File: src/rtl/rr_arbiter_8_pkg.sv
// rr_arbiter_8_pkg: shared state encoding, requester count and index type for the arbiter
package rr_arbiter_8_pkg;

    localparam int N_REQ = 8;
    localparam int IDX_W = 3;

    typedef logic [IDX_W-1:0] idx_t;

    typedef enum logic {
        IDLE  = 1'b0,
        GRANT = 1'b1
    } state_e;

endpackage

File: src/rtl/decoder_3to8.sv
// decoder_3to8: enable-gated binary to one-hot decoder
module decoder_3to8
    import rr_arbiter_8_pkg::*;
(
    input  logic [IDX_W-1:0] sel_i,
    input  logic             en_i,
    output logic [N_REQ-1:0] dec_o
);

    // One-hot of sel_i, all zero while disabled
    always_comb begin
        dec_o = en_i ? (N_REQ'(1) << sel_i) : '0;
    end

endmodule

File: src/rtl/rr_arbiter_8.sv
// rr_arbiter_8: 8-way round-robin arbiter with registered grant, release and hold-time limit
module rr_arbiter_8
    import rr_arbiter_8_pkg::*;
#(
    parameter int MAX_HOLD = 15
) (
    input  logic             clk,
    input  logic             rst_n,
    input  logic [N_REQ-1:0] req,
    input  logic             done,
    output logic [N_REQ-1:0] gnt,
    output logic [IDX_W-1:0] gnt_idx,
    output logic             gnt_valid,
    output logic             timeout
);

    state_e     state_q;
    idx_t       idx_q;
    idx_t       last_q;
    idx_t       pick;
    logic [7:0] hold_q;
    logic       valid_q;
    logic       timeout_q;
    logic       release_c;
    logic       limit_c;

    // Priority search: first set request strictly after the last owner, wrapping; the
    // descending loop lets the nearest candidate overwrite farther ones
    always_comb begin
        pick = last_q;
        for (int i = N_REQ; i >= 1; i--) begin
            if (req[last_q + idx_t'(i)]) pick = last_q + idx_t'(i);
        end
    end

    assign release_c = done || !req[idx_q];
    assign limit_c   = (hold_q == 8'(MAX_HOLD - 1));

    // Arbitration FSM with registered grant, hold counter and timeout pulse
    always_ff @(posedge clk or negedge rst_n) begin
        if (!rst_n) begin
            state_q   <= IDLE;
            idx_q     <= idx_t'(N_REQ - 1);
            last_q    <= idx_t'(N_REQ - 1);
            hold_q    <= '0;
            valid_q   <= 1'b0;
            timeout_q <= 1'b0;
        end else begin
            case (state_q)
                IDLE: begin
                    timeout_q <= 1'b0;
                    if (|req) begin
                        state_q <= GRANT;
                        idx_q   <= pick;
                        last_q  <= pick;
                        hold_q  <= '0;
                        valid_q <= 1'b1;
                    end
                end
                GRANT: begin
                    if (release_c) begin
                        state_q <= IDLE;
                        valid_q <= 1'b0;
                    end else if (limit_c) begin
                        state_q   <= IDLE;
                        valid_q   <= 1'b0;
                        timeout_q <= 1'b1;
                    end else begin
                        hold_q <= hold_q + 8'd1;
                    end
                end
                default: begin
                    state_q <= IDLE;
                    valid_q <= 1'b0;
                end
            endcase
        end
    end

    decoder_3to8 u_dec (
        .sel_i (idx_q),
        .en_i  (valid_q),
        .dec_o (gnt)
    );

    assign gnt_idx   = idx_q;
    assign gnt_valid = valid_q;
    assign timeout   = timeout_q;

endmodule

File: config.mk
export PLATFORM = sky130hd
export DESIGN_NAME = rr_arbiter_8
export DESIGN_NICKNAME = d
export VERILOG_FILES = /design/src/rtl/rr_arbiter_8_pkg.sv /design/src/rtl/decoder_3to8.sv /design/src/rtl/rr_arbiter_8.sv
export SDC_FILE = /design/constraint.sdc
export NUM_CORES = 1
export LEC_CHECK = 0
export ABC_AREA = 1
export BUFFER_PORTS_ARGS = -buffer_cell sky130_fd_sc_hd__buf_2
export CAP_MARGIN = 20
export CELL_PAD_IN_SITES_DETAIL_PLACEMENT = 1
export CELL_PAD_IN_SITES_GLOBAL_PLACEMENT = 2
export CORE_MARGIN = 2
export CORE_UTILIZATION = 33
export CTS_CLUSTER_DIAMETER = 30
export CTS_CLUSTER_SIZE = 16
export DETAILED_ROUTE_END_ITERATION = 16
export GPL_TIMING_DRIVEN = 0
export PLACE_DENSITY = 0.91
export SLEW_MARGIN = 20
export SYNTH_ARGS = -nofsm -noshare
export SYNTH_HDL_FRONTEND = slang
export SYNTH_SLANG_ARGS = --single-unit
export TNS_END_PERCENT = 100
File: constraint.sdc
create_clock -name clk -period 3.9 [get_ports clk]
set_input_delay 0.585 -clock clk [delete_from_list [all_inputs] [get_ports clk]]
set_output_delay 0.585 -clock clk [all_outputs]
set_load 0.005 [all_outputs]
==> results of run 1 <==
power groups by stage:
stage | Sequential (mW) | Clock (mW) | Combinational [mW]
floorplan | 0.232 | 0 | 1.11
global placement | 0.237 | 0 | 1.40
detailed placement | 0.238 | 0 | 1.43
CTS | 0.236 | 0.147 | 1.44
global route | 0.242 | 0.154 | 1.61
finish | 0.235 | 0.144 | 1.42
cell usage in the layout, fill, tap and decap left out, types with 5 or more instances in the layout:
master,instances
buf_2,23
dfrtp_1,11
ha_1,9
inv_1,22
inv_2,5
nand2_1,66
nand2_2,16
nand3_1,40
nand3_2,6
nor2_1,16
area by class of cell:
| class | instances | share of cell area [%] |
|---|---|---|
| tap | 52 | 3.67 |
| multi-input combinational | 183 | 57.5 |
| sequential | 14 | 20.0 |
| clock buffer | 4 | 3.10 |
| buffer | 5 | 2.96 |
| inverter | 28 | 6.35 |
| timing repair buffer | 23 | 6.49 |
logic make-up (layout without fill, tap and decap cells):
kind of cell,after synthesis,after routing,synth area share (%)
adders and majority gates,9,9,7.32
DFF,14,14,23.0
buffers and inverters,33,60,10.7
AOI/OAI and AO/OA,9,9,3.66
and+or+nand+nor,158,158,50.8
xor gates and xnor gates,7,7,4.47
through the flow:
| stage | cell area, um^2 | hold slack (ns) | worst slack, ns |
|---|---|---|---|
| finish | 1770 | 0.214 | 1.46 |
| global placement | 1720 | 0.480 | 1.49 |
| floorplan | 1540 | 0.289 | 1.85 |
| detailed placement | 1720 | 0.489 | 1.48 |
| CTS | 1770 | 0.223 | 1.45 |
| global route | 1770 | 0.229 | 1.26 |
how the worst min path moves through the flow:
stage               slack [ns]  cells past startpoint         to
floorplan                 0.29                      0  gnt_valid
global placement          0.48                      2    timeout
detailed placement        0.49                      2    timeout
CTS                       0.22                      1  hold_q[4]
global route              0.23                      1  hold_q[4]
finish                    0.21                      1  hold_q[4]
worst register-to-register path, delay by kind of cell, from the launching register on:
family | cells | cell delay (ns)
flip-flops | 1 | 0.56
adder cells (fa/ha/maj) | 1 | 0.44
buffers and inverters | 3 | 0.43
AND/OR/NAND/NOR | 10 | 0.93
per-layer routing:
metal	track usage, %	wire length (um)
met1	23.5	2020
met2	28.0	1910
met3	2.78	146
met4	4.19	48
met5	0	0
state kept, by name (all words and copies together) (netlist names):
register and cells:
gnt_valid 1, timeout 1, last_q 3, state_q 1, hold_q 8
==> results.sh, run 1 <==
export IMPL_drt_wl_total_mm=4.13
export IMPL_cts_sinks=14
export IMPL_drc=0
export IMPL_grt_pass1_wl_mm=7.09
export IMPL_fmax_mhz=410
export IMPL_slew_viol_final=0
export IMPL_timing_setup_tns_ns=0
export IMPL_finalCriticalPeriod_ns=2.44
export IMPL_die_w_um=72.3
export IMPL_ant_nets=0
export IMPL_switching_share_pct=56.8
export IMPL_cp_slowest_cell="dfstp_2"
export IMPL_drive_gt1_share_pct=28.0
export IMPL_cp_required_ns=4.09
export IMPL_drv_cap=0
export IMPL_grt_max_degree=15
export IMPL_yosysUniqueCellTypes=29
export IMPL_netlist_instances=230
export IMPL_track_usage_pct=17.1
export IMPL_final_util_pct=40.2
export IMPL_cp_depth=14
export IMPL_ir_worst_vdd_mv=0.353
export IMPL_synth_flop_cell="dfrtp_1"
export IMPL_cts_tree="done"
export IMPL_ff2ff_path_depth=14
export IMPL_finalNetCount=278
export IMPL_synth_common_cells="nand2_1, nand3_1, inv_1"
export IMPL_multiInputGateArea_um2=1020
export IMPL_critPathTopFamily="simple AND/OR/NAND/NOR gates"
export IMPL_synth_top_area_share_pct=17.9
export IMPL_synth_largest_area_cell="dfrtp_1"
export IMPL_crit_chain="buf_6 -> inv_2 -> ha_1 -> inv_1 -> nand3_1 -> nand3_2 -> nand2_4 -> nor2_4 -> nand2_2 -> nor2_2 -> nor2_2 -> nand2_1 -> nand2_1 -> nand2_1"
export IMPL_grt_pass1_vias=1569
export IMPL_vias=1549
export IMPL_slew_limit_headroom_pct=79.1
export IMPL_synth_nets=250
export IMPL_clkPwrFrac_pct=8.0
export IMPL_cts_root_buf="clkbuf_8"
export IMPL_power_frac_comb_pct=78.9
export IMPL_synth_async_reset_ratio_pct=100
export IMPL_endpoint="last_q[1]"
export IMPL_period_share_pct=62.5
export IMPL_rsz0062_at_grt="no"
export IMPL_antenna_found_initial=0
export IMPL_cellPowerDensity_nw_per_um2=1010
export IMPL_start_util_pct=34.9
export IMPL_p_leak_nw=0.966
export IMPL_p_sw_mw=1.02
export IMPL_place_hpwl_mm=3.42
export IMPL_skew_ns=0.00229
export IMPL_num_rows=24
export IMPL_yosys_top_cells_area="dfrtp_1, nand2_1, nand3_1"
export IMPL_drt_first_pass_iters=4
export IMPL_portBuffers=23
export IMPL_startpoint="last_q[1]"
export IMPL_syn_mean_instance_area_um2=6.69
export IMPL_r2r_end="last_q[1]"
export IMPL_worstSkewPairLatency_ns=0.25
export IMPL_wl_per_cell_um=13.3
export IMPL_fillers=585
export IMPL_io_pins=24
export IMPL_hold_buffers=0
export IMPL_vias_per_cell=5.01
export IMPL_rrSetupSlack_ns=1.46
export IMPL_cts_path_max_buffers=2
export IMPL_worst_path_buf_inv=3
export IMPL_h_tree_depth=1
export IMPL_status="complete, no violations"
export IMPL_worstPathMaxFanout=10
export IMPL_ys_warn_count=0
export IMPL_netlist_area_um2=1540
export IMPL_post_cts_resized=0
export IMPL_p_total_mw=1.80
export IMPL_diodes=0
export IMPL_yosys_cell_count_top_type="nand2_1"
export IMPL_area_growth_pct=15.3
export IMPL_regToRegStartpoint="last_q[1]"
export IMPL_drtIter0Drc=52
export IMPL_dieArea_um2=5230
export IMPL_p_seq_share_pct=13.1
export IMPL_cts_buffers=3
export IMPL_critPathMaxStageDelay_ns=0.56
export IMPL_critPathCaptureType="flop"
export IMPL_cts_setup_buffers=0
export IMPL_setup_viol=0
export IMPL_gp_congestion=0.884
export IMPL_worst_pin_slew_ns=0.314
export IMPL_synth_seq_cells=14
export IMPL_internal_power_mw=0.776
export IMPL_hold_violations=0
export IMPL_synth_edff_count=0
export IMPL_critical_path_class="flop to flop"
export IMPL_grt_overflow=0
export IMPL_hp_class="input port to asynchronous set/reset pin"
export IMPL_worst_ep_arrival_time_ns=2.62
export IMPL_placed_cells=305
export IMPL_instances_no_fill=309
export IMPL_regArea_um2=354
export IMPL_startpoint_type="flop"
export IMPL_core_area_um2=4410
export IMPL_cpMostUsedCell="nand2_1"
export IMPL_die_h_um=72.3
export IMPL_seq_area_frac_synth_pct=23.0
export IMPL_cts_clk_slew_worst_paths_ns=0.06
Power figures use the tool's default switching activity.
==> inputs of run 2 (changes only) <==
--- a/config.mk
+++ b/config.mk
@@ -11,12 +11,12 @@
 export CELL_PAD_IN_SITES_DETAIL_PLACEMENT = 1
 export CELL_PAD_IN_SITES_GLOBAL_PLACEMENT = 2
 export CORE_MARGIN = 2
-export CORE_UTILIZATION = 33
+export CORE_UTILIZATION = 31
 export CTS_CLUSTER_DIAMETER = 30
 export CTS_CLUSTER_SIZE = 16
 export DETAILED_ROUTE_END_ITERATION = 16
 export GPL_TIMING_DRIVEN = 0
-export PLACE_DENSITY = 0.91
+export PLACE_DENSITY = 0.87
 export SLEW_MARGIN = 20
 export SYNTH_ARGS = -nofsm -noshare
 export SYNTH_HDL_FRONTEND = slang
==> constraint.sdc (replaced) <==
create_clock -name clk -period 2.3 [get_ports clk]
set_input_delay 0.345 -clock clk [delete_from_list [all_inputs] [get_ports clk]]
set_output_delay 0.345 -clock clk [all_outputs]
set_load 0.005 [all_outputs]
==> run 2 against run 1 <==
  * Register-to-register slack got worse by 1.3 ns
  * Largest cell class unchanged
  * Clock skew increased by 0.0020 ns
  * Flip-flop and latch count unchanged
==> results.sh, run 2 (same netlist as run 1, synthesis figures left out) <==
export IMPL_track_usage_pct=15.9
export IMPL_fin_ws_ns=0.124
export IMPL_wl_per_cell_um=13.0
export IMPL_multiInputGateArea_um2=1090
export IMPL_top_register="hold_q"
export IMPL_setup_viol=0
export IMPL_ff2ff_path_depth=14
export IMPL_mostFrequentLayoutCells="nand2_1, nand3_1, buf_2"
export IMPL_period_share_pct=94.6
export IMPL_drt_wl_total_mm=4.36
export IMPL_area_growth_pct=27.6
export IMPL_vias=1584
export IMPL_grt_use_met3_pct=2.44
export IMPL_cts_path_max_buffers=2
export IMPL_top_regs="hold_q: 8 flops, last_q: 3 flops"
export IMPL_worst_pin_slew_ns=0.320
export IMPL_dieArea_um2=5540
export IMPL_slew_limit_headroom_pct=78.6
export IMPL_skew_ns=0.00433
export IMPL_hp_class="input port to flop"
export IMPL_worst_ep_arrival_time_ns=2.35
export IMPL_met2_usage_pct=25.6
export IMPL_min_path_cells=4
export IMPL_status="complete, no violations"
export IMPL_startpoint_type="flop"
export IMPL_place_hpwl_mm=3.37
export IMPL_fillers=657
export IMPL_worstSkewPairLatency_ns=0.25
export IMPL_layout_commonest_cell="nand2_1"
export IMPL_start_util_pct=32.4
export IMPL_grt_overflow=0
export IMPL_placed_cells=320
export IMPL_grt_max_degree=15
export IMPL_core_area_um2=4750
export IMPL_p_total_mw=3.39
export IMPL_grt_busiest_layer="met2"
export IMPL_regArea_um2=354
export IMPL_cts_tree="done"
export IMPL_cts_root_buf="clkbuf_8"
export IMPL_cp_required_ns=2.47
export IMPL_p_leak_nw=1.04
export IMPL_portBuffers=23
export IMPL_gp_congestion=0.784
export IMPL_drv_cap=0
export IMPL_grt_met1_usage_pct=23.1
export IMPL_final_util_pct=41.3
export IMPL_fmax_mhz=459
export IMPL_die_w_um=74.5
export IMPL_vias_per_cell=4.73
export IMPL_instances_no_fill=335
export IMPL_cellPowerDensity_nw_per_um2=1720
export IMPL_num_rows=25
export IMPL_largest_reg_flops=8
export IMPL_grt_pass1_vias=1446
export IMPL_worstPathMaxFanout=12
export IMPL_slew_viol_final=0
export IMPL_hold_violations=0
export IMPL_ant_nets=0
export IMPL_drt_first_pass_iters=4
export IMPL_finalNetCount=289
export IMPL_cts_sinks=14
export IMPL_drc=0
export IMPL_whs_ns=0.416
export IMPL_pre_cts_slack_ns=-0.169
export IMPL_critical_path_class="flop to flop"
export IMPL_drtIter0Drc=46
export IMPL_grt_pass1_wl_mm=6.85
export IMPL_drive_gt1_share_pct=35.1
export IMPL_cts_buffers=3
export IMPL_critPathCaptureType="flop"
export IMPL_ir_worst_vdd_mv=0.708
export IMPL_die_h_um=74.5
export IMPL_finalCriticalPeriod_ns=2.18
export IMPL_cts_clk_slew_worst_paths_ns=0.06
export IMPL_io_pins=24
export IMPL_h_tree_depth=1
export IMPL_diodes=0
export IMPL_antenna_found_initial=0
-- run 2: cell types whose count changed in the layout (fill, tap and decap cells not counted), moves of 2 or more --
cell and delta:
buf_4 +10, buf_6 -2, buf_8 +2, ha_1 -2
nand3_1 -9, nand3_2 +8
-- run 2: critical path, stage by stage, from the launching register on --
cell,delay (ns)
dfstp_2,0.57
buf_8,0.14
inv_8,0.06
ha_4,0.30
clkinvlp_4,0.18
nand3_2,0.12
nand3_2,0.11
nand2_4,0.10
nor2_4,0.04
nand2_2,0.08
nor2_2,0.04
nor2_2,0.16
nand2_1,0.07
nand2_1,0.06
nand2_1,0.06
-- run 2: cell type report --
cell class	instances	area share, %
clock buffer	4	2.80
timing repair buffer	34	10.2
buffer	5	3.06
inverter	28	6.05
tap	67	4.27
multi-input combinational	183	55.6
sequential	14	18.0
-- run 2: path summary, 6_finish.rpt --
path                           start  slack [ns]   endpoint
max                        last_q[0]        0.12  last_q[1]
min                             done        0.42    timeout
max reg2reg                last_q[0]        0.12  last_q[1]
min reg2reg                  timeout        0.49    timeout
max in group asynchronous      rst_n        1.48  last_q[0]
min in group asynchronous      rst_n        0.53  hold_q[5]
-- run 2: through the flow --
step / TNS, ns / area, um^2
2_1_floorplan: 0 / 1540
3_3_place_gp: -0.383 / 1740
3_5_place_dp: -0.451 / 1740
4_1_cts: 0 / 1820
5_1_grt: -0.0616 / 1960
6_report: 0 / 1960
-- run 2: metal layers --
layer  wire length [um]  vias to the layer above
met4                 39                        0
met1               2160                      738
met2               2050                       29
met5                  0                        -
li1                   -                      813
met3                107                        4
-- run 2: repair_timing --
action / CTS / global route
pin swaps: 0 / 8
setup buffers: 0 / 10
setup endpoints to repair: 3 / 3
hold buffers: 1 / 0
endpoints found under the hold margin: 11 / 0
resized for setup: 3 / 15
-- run 2: where the power goes --
part / internal [mW] / total (mW) / switching [mW]
Combinational: 1.04 / 2.75 / 1.71
Clock: 0.152 / 0.238 / 0.0867
Sequential: 0.335 / 0.402 / 0.0661
Total: 1.53 / 3.39 / 1.86
